$ cat config.mk
export PLATFORM = sky130hd
export DESIGN_NAME = arb_m2_flat
export DESIGN_NICKNAME = d
export VERILOG_FILES = /design/src/rtl/arb_pkg.sv /design/src/rtl/arb_m2_if.sv /design/src/rtl/arb_id_fifo.sv /design/src/rtl/arb_m2.sv /design/src/flat_wrapper.sv
export SDC_FILE = /design/constraint.sdc
export NUM_CORES = 1
export LEC_CHECK = 0
export BUFFER_PORTS_ARGS = -buffer_cell sky130_fd_sc_hd__clkbuf_2
export CORE_AREA = 4 4 121 123
export CTS_BUF_LIST = sky130_fd_sc_hd__clkbuf_16
export DETAILED_ROUTE_END_ITERATION = 8
export DIE_AREA = 0 0 125 127
export MAX_ROUTING_LAYER = met4
export PLACE_DENSITY = 0.52
export SETUP_SLACK_MARGIN = 0.3
export SKIP_CTS_REPAIR_TIMING = 1
export SLEW_MARGIN = 15
export SYNTH_ARGS = -nofsm -noshare
export SYNTH_HDL_FRONTEND = slang
export SYNTH_HIERARCHICAL = 1
export SYNTH_SLANG_ARGS = --single-unit
export TNS_END_PERCENT = 20
$ cat constraint.sdc
create_clock -name clk_i -period 4 [get_ports clk_i]
set_clock_uncertainty 0.1 [all_clocks]
set_input_delay 0.8 -clock clk_i [delete_from_list [all_inputs] [get_ports clk_i]]
set_output_delay 0.8 -clock clk_i [all_outputs]
set_load 0.02 [all_outputs]
$ cat src/rtl/arb_pkg.sv
// Shared types and defaults for the two-master MemSplit32 arbiter.
// Master IDs are one bit wide; they are what the read-ID FIFO stores.
package arb_pkg;
    typedef logic [0:0] mst_id_t;

    localparam mst_id_t MST_M0 = 1'b0;
    localparam mst_id_t MST_M1 = 1'b1;

    localparam int RD_DEPTH_DEF = 4;
endpackage

$ cat src/rtl/arb_m2_if.sv
// MemSplit32 request/response bus: req/we/addr/be/wdata downstream, ack/resp/rdata upstream.
// The master modport drives requests; the slave modport answers them.
interface arb_m2_if;
    logic        req;
    logic        we;
    logic [31:0] addr;
    logic [3:0]  be;
    logic [31:0] wdata;
    logic        ack;
    logic        resp;
    logic [31:0] rdata;

    modport master (output req, we, addr, be, wdata, input ack, resp, rdata);
    modport slave  (input req, we, addr, be, wdata, output ack, resp, rdata);
endinterface

$ cat src/rtl/arb_id_fifo.sv
// In-order FIFO of issuing-master IDs for outstanding reads; output is the head, zero read latency.
// Pushes while full and pops while empty are ignored; pointers and count reset asynchronously.
module arb_id_fifo #(
    parameter int DEPTH = 4,
    parameter int W     = 1
) (
    input  logic         clk_i,
    input  logic         rst_ni,
    input  logic         push_i,
    input  logic [W-1:0] id_i,
    input  logic         pop_i,
    output logic [W-1:0] id_o,
    output logic         full_o,
    output logic         empty_o
);
    localparam int PTR_W = $clog2(DEPTH);
    localparam int CNT_W = $clog2(DEPTH) + 1;

    logic [W-1:0]     mem_q [DEPTH];
    logic [PTR_W-1:0] wr_ptr_q;
    logic [PTR_W-1:0] rd_ptr_q;
    logic [CNT_W-1:0] count_q;
    logic             do_push;
    logic             do_pop;

    assign full_o  = (count_q == CNT_W'(DEPTH));
    assign empty_o = (count_q == '0);
    assign do_push = push_i && !full_o;
    assign do_pop  = pop_i && !empty_o;
    assign id_o    = mem_q[rd_ptr_q];

    // Storage needs no reset: an entry is only read after it has been written.
    always_ff @(posedge clk_i) begin
        if (do_push) begin
            mem_q[wr_ptr_q] <= id_i;
        end
    end

    always_ff @(posedge clk_i or negedge rst_ni) begin
        if (!rst_ni) begin
            wr_ptr_q <= '0;
            rd_ptr_q <= '0;
            count_q  <= '0;
        end else begin
            if (do_push) begin
                wr_ptr_q <= wr_ptr_q + 1'b1;
            end
            if (do_pop) begin
                rd_ptr_q <= rd_ptr_q + 1'b1;
            end
            if (do_push && !do_pop) begin
                count_q <= count_q + 1'b1;
            end else if (!do_push && do_pop) begin
                count_q <= count_q - 1'b1;
            end
        end
    end
endmodule

$ cat src/rtl/arb_m2.sv
// Two-master to one-slave MemSplit32 arbiter; zero added latency, round-robin grant, reads routed back via an ID FIFO.
// Loser and FIFO-blocked reads see ack=0 and must hold. ARB_M2_FIXED_PRIO_EN selects fixed m0 priority.
module arb_m2
    import arb_pkg::*;
#(
    parameter int RD_DEPTH = RD_DEPTH_DEF
) (
    input  logic     clk_i,
    input  logic     rst_ni,
    arb_m2_if.slave  m0,
    arb_m2_if.slave  m1,
    arb_m2_if.master s
);
    mst_id_t win;
    mst_id_t head_id;
    logic    any_req;
    logic    win_we;
    logic    fwd_req;
    logic    accept;
    logic    fifo_full;
    logic    fifo_empty;
    logic    resp_vld;

    assign any_req = m0.req || m1.req;

`ifdef ARB_M2_FIXED_PRIO_EN
    always_comb begin
        win = MST_M0;
        if (m1.req && !m0.req) begin
            win = MST_M1;
        end
    end
`else
    mst_id_t rr_last;

    always_comb begin
        win = MST_M0;
        if (m0.req && m1.req) begin
            win = ~rr_last;
        end else if (m1.req) begin
            win = MST_M1;
        end
    end

    always_ff @(posedge clk_i or negedge rst_ni) begin
        if (!rst_ni) begin
            rr_last <= MST_M1;
        end else if (accept) begin
            rr_last <= win;
        end
    end
`endif

    assign win_we = (win == MST_M1) ? m1.we : m0.we;
    // Blocking looks only at the registered count, so resp never reaches ack combinationally.
    assign fwd_req = any_req && (win_we || !fifo_full);
    assign accept  = fwd_req && s.ack;

    always_comb begin
        s.req   = fwd_req;
        s.we    = 1'b0;
        s.addr  = '0;
        s.be    = '0;
        s.wdata = '0;
        if (any_req) begin
            s.we    = win_we;
            s.addr  = (win == MST_M1) ? m1.addr  : m0.addr;
            s.be    = (win == MST_M1) ? m1.be    : m0.be;
            s.wdata = (win == MST_M1) ? m1.wdata : m0.wdata;
        end
    end

    assign m0.ack = accept && (win == MST_M0);
    assign m1.ack = accept && (win == MST_M1);

    arb_id_fifo #(
        .DEPTH (RD_DEPTH),
        .W     (1)
    ) u_id_fifo (
        .clk_i   (clk_i),
        .rst_ni  (rst_ni),
        .push_i  (accept && !win_we),
        .id_i    (win),
        .pop_i   (s.resp),
        .id_o    (head_id),
        .full_o  (fifo_full),
        .empty_o (fifo_empty)
    );

    // A response with nothing outstanding belongs to no one and is dropped.
    assign resp_vld = s.resp && !fifo_empty;

    assign m0.resp  = resp_vld && (head_id == MST_M0);
    assign m1.resp  = resp_vld && (head_id == MST_M1);
    assign m0.rdata = m0.resp ? s.rdata : '0;
    assign m1.rdata = m1.resp ? s.rdata : '0;
endmodule

$ cat src/flat_wrapper.sv
// flat-port wrapper written by rule: the top's interface ports become plain ports
module arb_m2_flat import arb_pkg::*;
#(
    parameter int RD_DEPTH = RD_DEPTH_DEF
)
  (clk_i, rst_ni, m0_req, m0_we, m0_addr, m0_be, m0_wdata, m0_ack, m0_resp, m0_rdata, m1_req, m1_we, m1_addr, m1_be, m1_wdata, m1_ack, m1_resp, m1_rdata, s_req, s_we, s_addr, s_be, s_wdata, s_ack, s_resp, s_rdata);
  arb_m2_if m0_i ();
  arb_m2_if m1_i ();
  arb_m2_if s_i ();
  input  logic clk_i;
  input  logic rst_ni;
  input wire logic [$bits(m0_i.req)-1:0] m0_req;
  input wire logic [$bits(m0_i.we)-1:0] m0_we;
  input wire logic [$bits(m0_i.addr)-1:0] m0_addr;
  input wire logic [$bits(m0_i.be)-1:0] m0_be;
  input wire logic [$bits(m0_i.wdata)-1:0] m0_wdata;
  output wire logic [$bits(m0_i.ack)-1:0] m0_ack;
  output wire logic [$bits(m0_i.resp)-1:0] m0_resp;
  output wire logic [$bits(m0_i.rdata)-1:0] m0_rdata;
  input wire logic [$bits(m1_i.req)-1:0] m1_req;
  input wire logic [$bits(m1_i.we)-1:0] m1_we;
  input wire logic [$bits(m1_i.addr)-1:0] m1_addr;
  input wire logic [$bits(m1_i.be)-1:0] m1_be;
  input wire logic [$bits(m1_i.wdata)-1:0] m1_wdata;
  output wire logic [$bits(m1_i.ack)-1:0] m1_ack;
  output wire logic [$bits(m1_i.resp)-1:0] m1_resp;
  output wire logic [$bits(m1_i.rdata)-1:0] m1_rdata;
  output wire logic [$bits(s_i.req)-1:0] s_req;
  output wire logic [$bits(s_i.we)-1:0] s_we;
  output wire logic [$bits(s_i.addr)-1:0] s_addr;
  output wire logic [$bits(s_i.be)-1:0] s_be;
  output wire logic [$bits(s_i.wdata)-1:0] s_wdata;
  input wire logic [$bits(s_i.ack)-1:0] s_ack;
  input wire logic [$bits(s_i.resp)-1:0] s_resp;
  input wire logic [$bits(s_i.rdata)-1:0] s_rdata;
  assign m0_i.req = m0_req;
  assign m0_i.we = m0_we;
  assign m0_i.addr = m0_addr;
  assign m0_i.be = m0_be;
  assign m0_i.wdata = m0_wdata;
  assign m0_ack = m0_i.ack;
  assign m0_resp = m0_i.resp;
  assign m0_rdata = m0_i.rdata;
  assign m1_i.req = m1_req;
  assign m1_i.we = m1_we;
  assign m1_i.addr = m1_addr;
  assign m1_i.be = m1_be;
  assign m1_i.wdata = m1_wdata;
  assign m1_ack = m1_i.ack;
  assign m1_resp = m1_i.resp;
  assign m1_rdata = m1_i.rdata;
  assign s_req = s_i.req;
  assign s_we = s_i.we;
  assign s_addr = s_i.addr;
  assign s_be = s_i.be;
  assign s_wdata = s_i.wdata;
  assign s_i.ack = s_ack;
  assign s_i.resp = s_resp;
  assign s_i.rdata = s_rdata;
  arb_m2 #(.RD_DEPTH(RD_DEPTH)) u_core (.clk_i(clk_i), .rst_ni(rst_ni), .m0(m0_i), .m1(m1_i), .s(s_i));
endmodule
* Word level (Yosys, flattened, before mapping)
Memory sizes are Yosys's and may differ from the RTL's.
Cells that the tools add are included.
** Word-level totals
- Register bits after elaboration :: 8
- Memory bits (writable) :: 4
- Input port bits :: 176
- Output and inout port bits :: 138
- Logic and storage cells :: 50
- Memories :: 1
** Operators by class
- Add/sub/neg operators :: 4
- Eq/ne operators :: 1
- Multiplexer cells :: 16
- Bitwise operators :: 3
- Reductions and logical operators :: 21
** Memory list
- u_core.u_id_fifo.mem_q :: words 4, bits a word 1, read ports 1, clocked after Yosys merged registers in 0, wr ports 1, line arb_id_fifo.sv:19 : logic [W-1:0] mem_q [DEPTH];
** Operators with widths (count)
- $mux 32 :: 6
- $logic_and 1x1->1 :: 12
- $mux 4 :: 2
- $mux 1 :: 6
- $mux 3 :: 2
- $logic_not 1->1 :: 5
- $add 2x1->2 const B :: 2
- $add 3x1->3 const B :: 1
- $eq 3x3->1 const B :: 1
- $logic_not 3->1 :: 1
- $not 1->1 :: 3
- $sub 3x1->3 const B :: 1
- $logic_or 1x1->1 :: 2
- $reduce_bool 2->1 :: 1

* Logic depth before layout (Yosys ltp)
Gate-level depths: netlist of the first run.
- Word-level depth :: 12
- Mapped depth :: 13
- Gate-level depth less buffers :: 12

* By module
Netlist of the first run, hierarchy kept.
** Modules (own cells, without submodules)
- arb_m2 :: instances 1, cells each 316, area an instance 1507.7 um2, sequential area each 26.3 um2
- arb_id_fifo :: instances 1, cells each 42, area an instance 575.6 um2, sequential area each 295.3 um2

* Least setup slack after synthesis of the first run
Ideal clock, no wire load.
- Path kind :: input to register
- Start point :: in m0_req
- End point :: reg u_core.u_id_fifo.count_q[2]
- Setup time :: 79 ps
- Data arrival time :: 3033 ps
- Data required time :: 3821 ps
- Path slack :: 788 ps
- Cell stages on the path :: 13
- Buffers on the path :: 2
- Path through :: buf_2 > nand2_1 > nor2_1 > a2111o_1 > a211oi_1 > nor2b_1 > buf_6 > ha_1 > inv_1 > fa_1 > xor2_1 > nor2_1 > xor2_1
** On the way
- Cells in the longest elaborated chain, start to end :: 11
- Elaborated cells between the ends (all ways) :: 15
- Classes of those cells :: mux: 3; reduce/logical: 12
** RTL lines
- start, declared :: line flat_wrapper.sv:12 : input wire logic [$bits(m0_i.req)-1:0] m0_req;
- $logic_and 1x1->1 :: line arb_m2.sv:38 : if (m0.req && m1.req) begin
- $mux 1 :: line arb_m2.sv:38
- $mux 1 :: line arb_m2.sv:54 : assign win_we = (win == MST_M1) ? m1.we : m0.we;
- $logic_or 1x1->1 :: line arb_m2.sv:56 : assign fwd_req = any_req && (win_we || !fifo_full);
- $logic_and 1x1->1 :: line arb_m2.sv:56
- $logic_and 1x1->1 :: line arb_m2.sv:57 : assign accept = fwd_req && s.ack;
- $logic_and 1x1->1 * :: line arb_m2.sv:82 : .push_i (accept && !win_we),
- $logic_and 1x1->1 * :: line arb_id_fifo.sv:28 : assign do_push = push_i && !full_o;
- named net u_core.u_id_fifo.do_push :: line arb_id_fifo.sv:23 : logic do_push;
- $logic_not 1->1 :: line arb_id_fifo.sv:53 : end else if (!do_push && do_pop) begin
- $logic_and 1x1->1 :: line arb_id_fifo.sv:53
- $reduce_bool 2->1 (no source line)
- end signal, assigned :: line arb_id_fifo.sv:52 : count_q <= count_q + 1'b1;
- end signal, assigned :: line arb_id_fifo.sv:54 : count_q <= count_q - 1'b1;
- end, declared :: line arb_id_fifo.sv:22 : logic [CNT_W-1:0] count_q;
Mark *: on every way through the listed nets, which the timed path passes. The rest lies on a longest branch.
A chain may end at the register's enable or synchronous reset.

* Worst setup path after layout of the first run
- Start point :: in m1_req
- End point :: reg u_core.u_id_fifo.count_q[2]
** On the way
- Cells in the longest elaborated chain, start to end :: 11
- Elaborated cells between the ends (all ways) :: 16
- Classes of those cells :: mux: 4; reduce/logical: 12
** RTL lines
- start, declared :: line flat_wrapper.sv:20 : input wire logic [$bits(m1_i.req)-1:0] m1_req;
- $mux 1 or $logic_and 1x1->1 (tied branches) :: line arb_m2.sv:40, arb_m2.sv:38
- $mux 1 :: line arb_m2.sv:38
- $mux 1 :: line arb_m2.sv:54
- $logic_or 1x1->1 :: line arb_m2.sv:56
- $logic_and 1x1->1 :: line arb_m2.sv:56
- $logic_and 1x1->1 :: line arb_m2.sv:57
- $logic_and 1x1->1 * :: line arb_m2.sv:82
- $logic_and 1x1->1 * :: line arb_id_fifo.sv:28
- $logic_not 1->1 :: line arb_id_fifo.sv:53
- $logic_and 1x1->1 :: line arb_id_fifo.sv:53
- $reduce_bool 2->1 (no source line)
Every way passes the cells marked *; elsewhere a longest branch is shown, timed or not.

==> results of run 1 <==
worst reg2reg max path: stages, from the launching register on:
cell and delay (ns):
dfstp_2 0.54, nand2b_1 0.13, a21oi_1 0.09, a2111o_1 0.49, a211oi_1 0.31, nor2b_1 0.17, buf_4 0.15, ha_1 0.19
inv_1 0.06, fa_1 0.37, xor2_1 0.15, nor2_1 0.11, xor2_1 0.15
per-layer routing:
layer	up-vias	global-route usage, %
met5	-	-
met1	1451	14.7
met3	4	3.18
met4	0	1.40
li1	1733	-
met2	204	24.5
sequential cells by signal, indices dropped and copies added, names as in the netlist:
name and cells:
u_core/u_id_fifo/rd_ptr_q 2, u_core/u_id_fifo/count_q 3, u_core/rr_last 1, u_core/u_id_fifo/wr_ptr_q 2, u_core/u_id_fifo/mem_q 4
final timing paths:
path / to / cells after the start / startpoint
max: u_core/u_id_fifo/count_q[2] / 13 / m1_req
min: u_core/u_id_fifo/count_q[1] / 1 / rst_ni
max reg2reg: u_core/u_id_fifo/count_q[2] / 12 / u_core/rr_last
min reg2reg: u_core/u_id_fifo/count_q[2] / 1 / u_core/u_id_fifo/count_q[2]
max in group asynchronous: u_core/rr_last / 1 / rst_ni
min in group clk_i: u_core/u_id_fifo/count_q[2] / 1 / u_core/u_id_fifo/count_q[2]
cells in the final DEF (no fill, tap or decap), drive strengths merged:
master / count
nor3b: 2
and2: 67
mux2: 3
clkbuf: 316
nor2: 5
inv: 6
a32o: 1
nand3: 69
ha: 5
nand2: 140
xor2: 2
or3: 1
and3b: 1
nand2b: 2
clkinv: 1
a2111o: 1
dfstp: 1
mux4: 1
fa: 1
buf: 8
nor2b: 1
xnor2: 4
dfrtp: 7
and3: 1
a21oi: 2
a211oi: 2
edfxtp: 4
cells in the mapped netlist:
cell type    n
nand2_1    140
nand3_1     69
and2_1      67
clkbuf_1    26
dfrtp_1      7
ha_1         5
inv_1        5
nor2_1       5
edfxtp_1     4
xnor2_1      4
a211oi_1     2
a21oi_1      2
buf_2        2
mux2_4       2
nand2b_1     2
xor2_1       2
a2111o_1     1
a32o_1       1
and3_1       1
and3b_1      1
buf_6        1
dfstp_2      1
fa_1         1
inv_2        1
mux2_2       1
mux4_2       1
nor2b_1      1
nor3b_1      1
nor3b_4      1
or3_1        1
cell type report:
cell class	count	area (sq um)
Clock buffer	3	75.1
Clock inverter	1	3.75
Fill cell	1614	9760
Inverter	6	22.5
Multi-Input combinational cell	311	1630
Sequential cell	12	322
Tap cell	180	225
Timing Repair Buffer	321	1630
where the power goes:
| group | internal (uW) | leakage, uW | total [uW] | switching (uW) |
|---|---|---|---|---|
| clock network | 132 | 0.0000385 | 188 | 55.7 |
| registers | 178 | 0.000129 | 228 | 49.4 |
| logic | 435 | 0.00233 | 1140 | 704 |
logic make-up (layout without fill, tap and decap cells):
group | Yosys count | in the layout
compound gates | 6 | 6
flops | 12 | 12
buf+inv | 35 | 331
fa+ha+maj | 6 | 6
simple gates | 289 | 289
xor+xnor | 6 | 6
mux | 4 | 4
metrics by stage:
step	utilization (%)	std cells	power, uW	cell area, sq um	hold slack, ns
after floorplan	-	358	963	2080	0.353
after global placement	28.0	830	1390	3820	0.374
after detailed placement	28.0	830	1380	3820	0.379
after CTS	28.6	834	1580	3900	0.317
after global routing	28.6	834	1680	3900	0.329
final	28.6	834	1550	3900	0.315
==> out/metrics.cfg, run 1 <==
[run_status]
outcome=completed

[synth]
synthAdderAreaFrac_pct=3.96
synth_warnings=6
syn_avg_cell_area_sq_um=5.82
synth_top_area_cell=nand2_1
syn_area_sq_um=2080
ys_types=30
synth-seq-cells=12
synth_top_family_by_area=simple AND/OR/NAND/NOR gates
synth_compound_gate_area_share_pct=2.22
yosys.area_share.simple_pct=66.0
syn_inst=358
synth_xor_area_share_pct=2.52
synth-seq-area-share_pct=15.4
synth_mux_area_share_pct=3.06
synthTopCellsByArea=nand2_1 (25%), and2_1 (20%), nand3_1 (17%)
netlist.area_leader.share_pct=25.2
syn-num-nets=540

[die]
core_area_sq_um=13700
die_x_um=125
die_h_um=127
ios=314
start_util_pct=15.2
die_area_sq_um=15900
rows=43

[setup_path]
slowest_stage=a2111o_1
cpMostUsedCell=xor2_1
required_ns=4.07
crit_path_cell_trace=clkbuf_2, nand2b_1, a21oi_1, a2111o_1, a211oi_1, nor2b_1, buf_4, ha_1, inv_1, fa_1, xor2_1, nor2_1, xor2_1
max_stage_delay_ns=0.49
rrSetupSlack_ns=0.92
start_kind=primary input
critical_path_arrival_ns=3.24
cp_max_fo=6
crit_family=compound AO/OA/AOI/OAI gates
crit_buf_inv=3
crit_type=in2reg
cp-end-kind=register

[hold_path]
hold_class=in2async

[clocking]
cts.clk_slew.worst_paths_ns=0.05
root_buffer=clkbuf_16
cts_buffer_depth=2
cts_made_buffers=3
cts_sinks=12
htreeDepth=1
cts_tree=yes
clock_latency_ns=0.24

[power_and_ir_drop]
powerDensity_nw_per_um2=398
ir_worst_vdd_uv=149
p_leak_uw=0.00249

[global_routing]
grt_pass1_vias=3214
grt_overflow=0
antenna_found_initial=0
grt_pass1_wl_mm=16.7
grt_max_degree=69
grt_use_total_pct=13.1

[sta]
tightest_slew_ns=0.839
max_slew_margin_pct=44.1
slew_violations=0
postLayoutSetupSlackWorst_ns=0.824
setup_viol=0
rsz0062_at_grt=false
fin_setup_tns_ns=0
period_share_pct=79.4
hold_viol=0
layout_min_cycle_time_ns=3.18
fmax_mhz=315

[placed_design]
place_ws_ns=0.597
portBuffers=313
hpwlAfterDp_mm=9.75
gp_congestion=0.787

[detailed_routing]
highest_layer=met4
drt_first_pass_iters=4
drt_iter0_drc=90
wirelength_mm=11.0
dr_wl_met3_mm=1.08
wl_met1_mm=4.07
drc_errors=0
vias=3392
wl_met2_mm=5.78
avgViaCountPerCell=4.07
wl_per_cell_um=13.2
ant_nets=0

[job]
maxCapViolCount=0

[finish]
drive_gt1_share_pct=50.9
syn2layout_area_growth_pct=87.3
nets=837
antenna_cells=0

No activity file was read; power rests on OpenSTA's default activity.
==> inputs of run 2 (changes only) <==
Clock period 4 ns to 3.15 ns, I/O delays scaled along.
==> run 2 against run 1 <==
Sequential share of layout area fell by 0.11 points. Sequential cell count stayed put. Worst setup slack lost 0.42 ns. First-iteration DRC count rose by 28%. Global-route usage is 0.83 points lower. Register-to-register slack worse by 0.48 ns. Final cell count is 0.12% higher. Combinational power grew 28%. Design area grew 1.3%. Core utilization increased by 0.38 points.
==> out/metrics.cfg, run 2 (synthesis results as in run 1) <==
[setup_path]
crit_family=multiplexers  ; was compound AO/OA/AOI/OAI gates
required_ns=2.42  ; was 4.07 ns
rr_worst_depth=11  ; was 12
crit_buf_inv=2  ; was 3
crit_type=reg2out  ; was in2reg
cp_max_fo=33  ; was 6
critical_path_arrival_ns=2.02  ; was 3.24 ns
slowest_stage=mux4_2  ; was a2111o_1
crit_path_cell_trace=mux4_2, nor3b_2, buf_6, and2_1, clkbuf_2  ; was clkbuf_2, nand2b_1, a21oi_1, a2111o_1, a211oi_1, nor2b_1, buf_4, ha_1, inv_1, fa_1, xor2_1, nor2_1, xor2_1
rr_endpoint=u_core/u_id_fifo/count_q[2]  ; unchanged
start_kind=register  ; was primary input
max_stage_delay_ns=0.54  ; was 0.49 ns
r2r_start=u_core/rr_last  ; unchanged
cp-end-kind=primary output  ; was register
rrSetupSlack_ns=0.44  ; was 0.92 ns

[detailed_routing]
ant_nets=0  ; unchanged
drt_iter0_drc=115  ; was 90
drc_errors=0  ; unchanged
wl_per_cell_um=12.6  ; was 13.2 um
vias=3351  ; was 3,392
wirelength_mm=10.5  ; was 11.0 mm
drt_first_pass_iters=4  ; unchanged
avgViaCountPerCell=4.01  ; was 4.07

[placed_design]
place_ws_ns=0.236  ; was 0.597 ns
dpl.cell_count=831  ; was 830
gp_congestion=0.773  ; was 0.787
portBuffers=313  ; unchanged
hpwlAfterDp_mm=9.13  ; was 9.75 mm

[die]
die_h_um=127  ; unchanged
ios=314  ; unchanged
core_area_sq_um=13700  ; unchanged
start_util_pct=15.2  ; unchanged
die_area_sq_um=15900  ; unchanged
rows=43  ; unchanged
die_x_um=125  ; unchanged

[global_routing]
grt_overflow=0  ; unchanged
grt_max_degree=54  ; was 69
grt_pass1_wl_mm=15.9  ; was 16.7 mm
grt_use_total_pct=12.3  ; was 13.1%
grt_pass1_vias=3144  ; was 3,214
antenna_found_initial=0  ; unchanged

[sta]
fin_setup_tns_ns=0  ; unchanged
slew_violations=0  ; unchanged
setup_viol=0  ; unchanged
hold_viol=0  ; unchanged
max_slew_margin_pct=65.7  ; was 44.1%
period_share_pct=87.2
layout_min_cycle_time_ns=2.75
tightest_slew_ns=0.514  ; was 0.839 ns
fmax_mhz=364
rsz0062_at_grt=true  ; was false
postLayoutSetupSlackWorst_ns=0.404  ; was 0.824 ns

[finish]
largestRegisters=u_core/u_id_fifo/mem_q: 4 flops, u_core/u_id_fifo/count_q: 3 flops  ; unchanged
drive_gt1_share_pct=51.8  ; was 50.9%
antenna_cells=0  ; unchanged
final_cell_count_no_fill=835  ; was 834
largest_reg_flops=4  ; unchanged
syn2layout_area_growth_pct=89.8  ; was 87.3%
nets=838  ; was 837
top_register=u_core/u_id_fifo/mem_q  ; unchanged
layout_common_cells=clkbuf_2 (313), nand2_1 (139), nand3_1 (69)  ; unchanged
final_common_cell=clkbuf_2  ; unchanged

[clocking]
clock_latency_ns=0.24  ; about the same
cts_sinks=12  ; unchanged
cts.clk_slew.worst_paths_ns=0.04  ; was 0.05 ns
cts_buffer_depth=2  ; unchanged
cts_made_buffers=3  ; unchanged
root_buffer=clkbuf_16  ; unchanged
htreeDepth=1  ; unchanged
cts_tree=yes  ; unchanged

[power_and_ir_drop]
p_leak_uw=0.00251  ; was 0.00249 uW
powerDensity_nw_per_um2=502  ; was 398 nW/um^2
ir_worst_vdd_uv=158  ; was 149 uV

[hold_path]
hold_class=in2async  ; unchanged

[job]
maxCapViolCount=0  ; unchanged

[run_status]
outcome=completed  ; unchanged

-- run 2: cell count changes in the layout (fill, tap and decap cells not counted), sizes merged --
cell | before | now
buf | 8 | 9
inv | 6 | 7
clkinv | 1 | 0
-- run 2: worst reg2reg max path, stage by stage (launching register included) --
cell	delay, ns
dfstp_2	0.54
nand2b_1	0.13
a21oi_1	0.09
a2111o_1	0.45
a211oi_2	0.20
nor2b_4	0.22
ha_4	0.15
inv_1	0.05
fa_2	0.32
xor2_1	0.14
nor2_1	0.12
xor2_1	0.14
-- run 2: cell type report --
class                   count  area, sq um
flip-flops and latches     12          322
clock buffers               3         75.1
multi-input cells         311         1660
repair buffers            322         1650
fillers                  1551         9710
inverters                   6         22.5
well taps                 180          225
clock inverters             1         3.75
-- run 2: how the worst max path moves through the flow --
stage,startpoint,end,slack [ns],depth (start not counted)
floorplan,m0_req,u_core/u_id_fifo/count_q[2],0.34,12
detailed placement,m1_req,u_core/u_id_fifo/count_q[2],0.24,12
CTS,u_core/u_id_fifo/count_q[0],m1_rdata[11],0.23,5
global placement,m1_req,u_core/u_id_fifo/count_q[2],0.26,12
global route,u_core/u_id_fifo/rd_ptr_q[0],m0_rdata[19],0.27,5
finish,u_core/u_id_fifo/rd_ptr_q[0],m0_rdata[19],0.40,5
-- run 2: per-layer routing --
| layer | up-vias | track usage (%) | wire, um |
|---|---|---|---|
| li1 | 1730 | - | - |
| met1 | 1421 | 14.4 | 3970 |
| met2 | 196 | 22.2 | 5490 |
| met3 | 4 | 2.47 | 995 |
| met4 | 0 | 2.30 | 73 |
| met5 | - | - | 0 |
-- run 2: where the power goes --
part	internal, uW	switching (uW)	leakage (uW)
combinational	575	890	0.00234
clock	167	62.9	0.0000423
sequential	226	64.5	0.000129
total	968	1020	0.00251
-- run 2: per-stage QoR --
step / hold slack [ns] / total power [uW] / area [sq um] / util, %
2_1_floorplan: 0.234 / 1240 / 2110 / -
3_3_place_gp: 0.377 / 1760 / 3870 / 28.3
3_5_place_dp: 0.381 / 1770 / 3870 / 28.3
4_1_cts: 0.143 / 2010 / 3950 / 28.9
5_1_grt: 0.148 / 2160 / 3960 / 28.9
6_report: 0.137 / 1990 / 3960 / 28.9
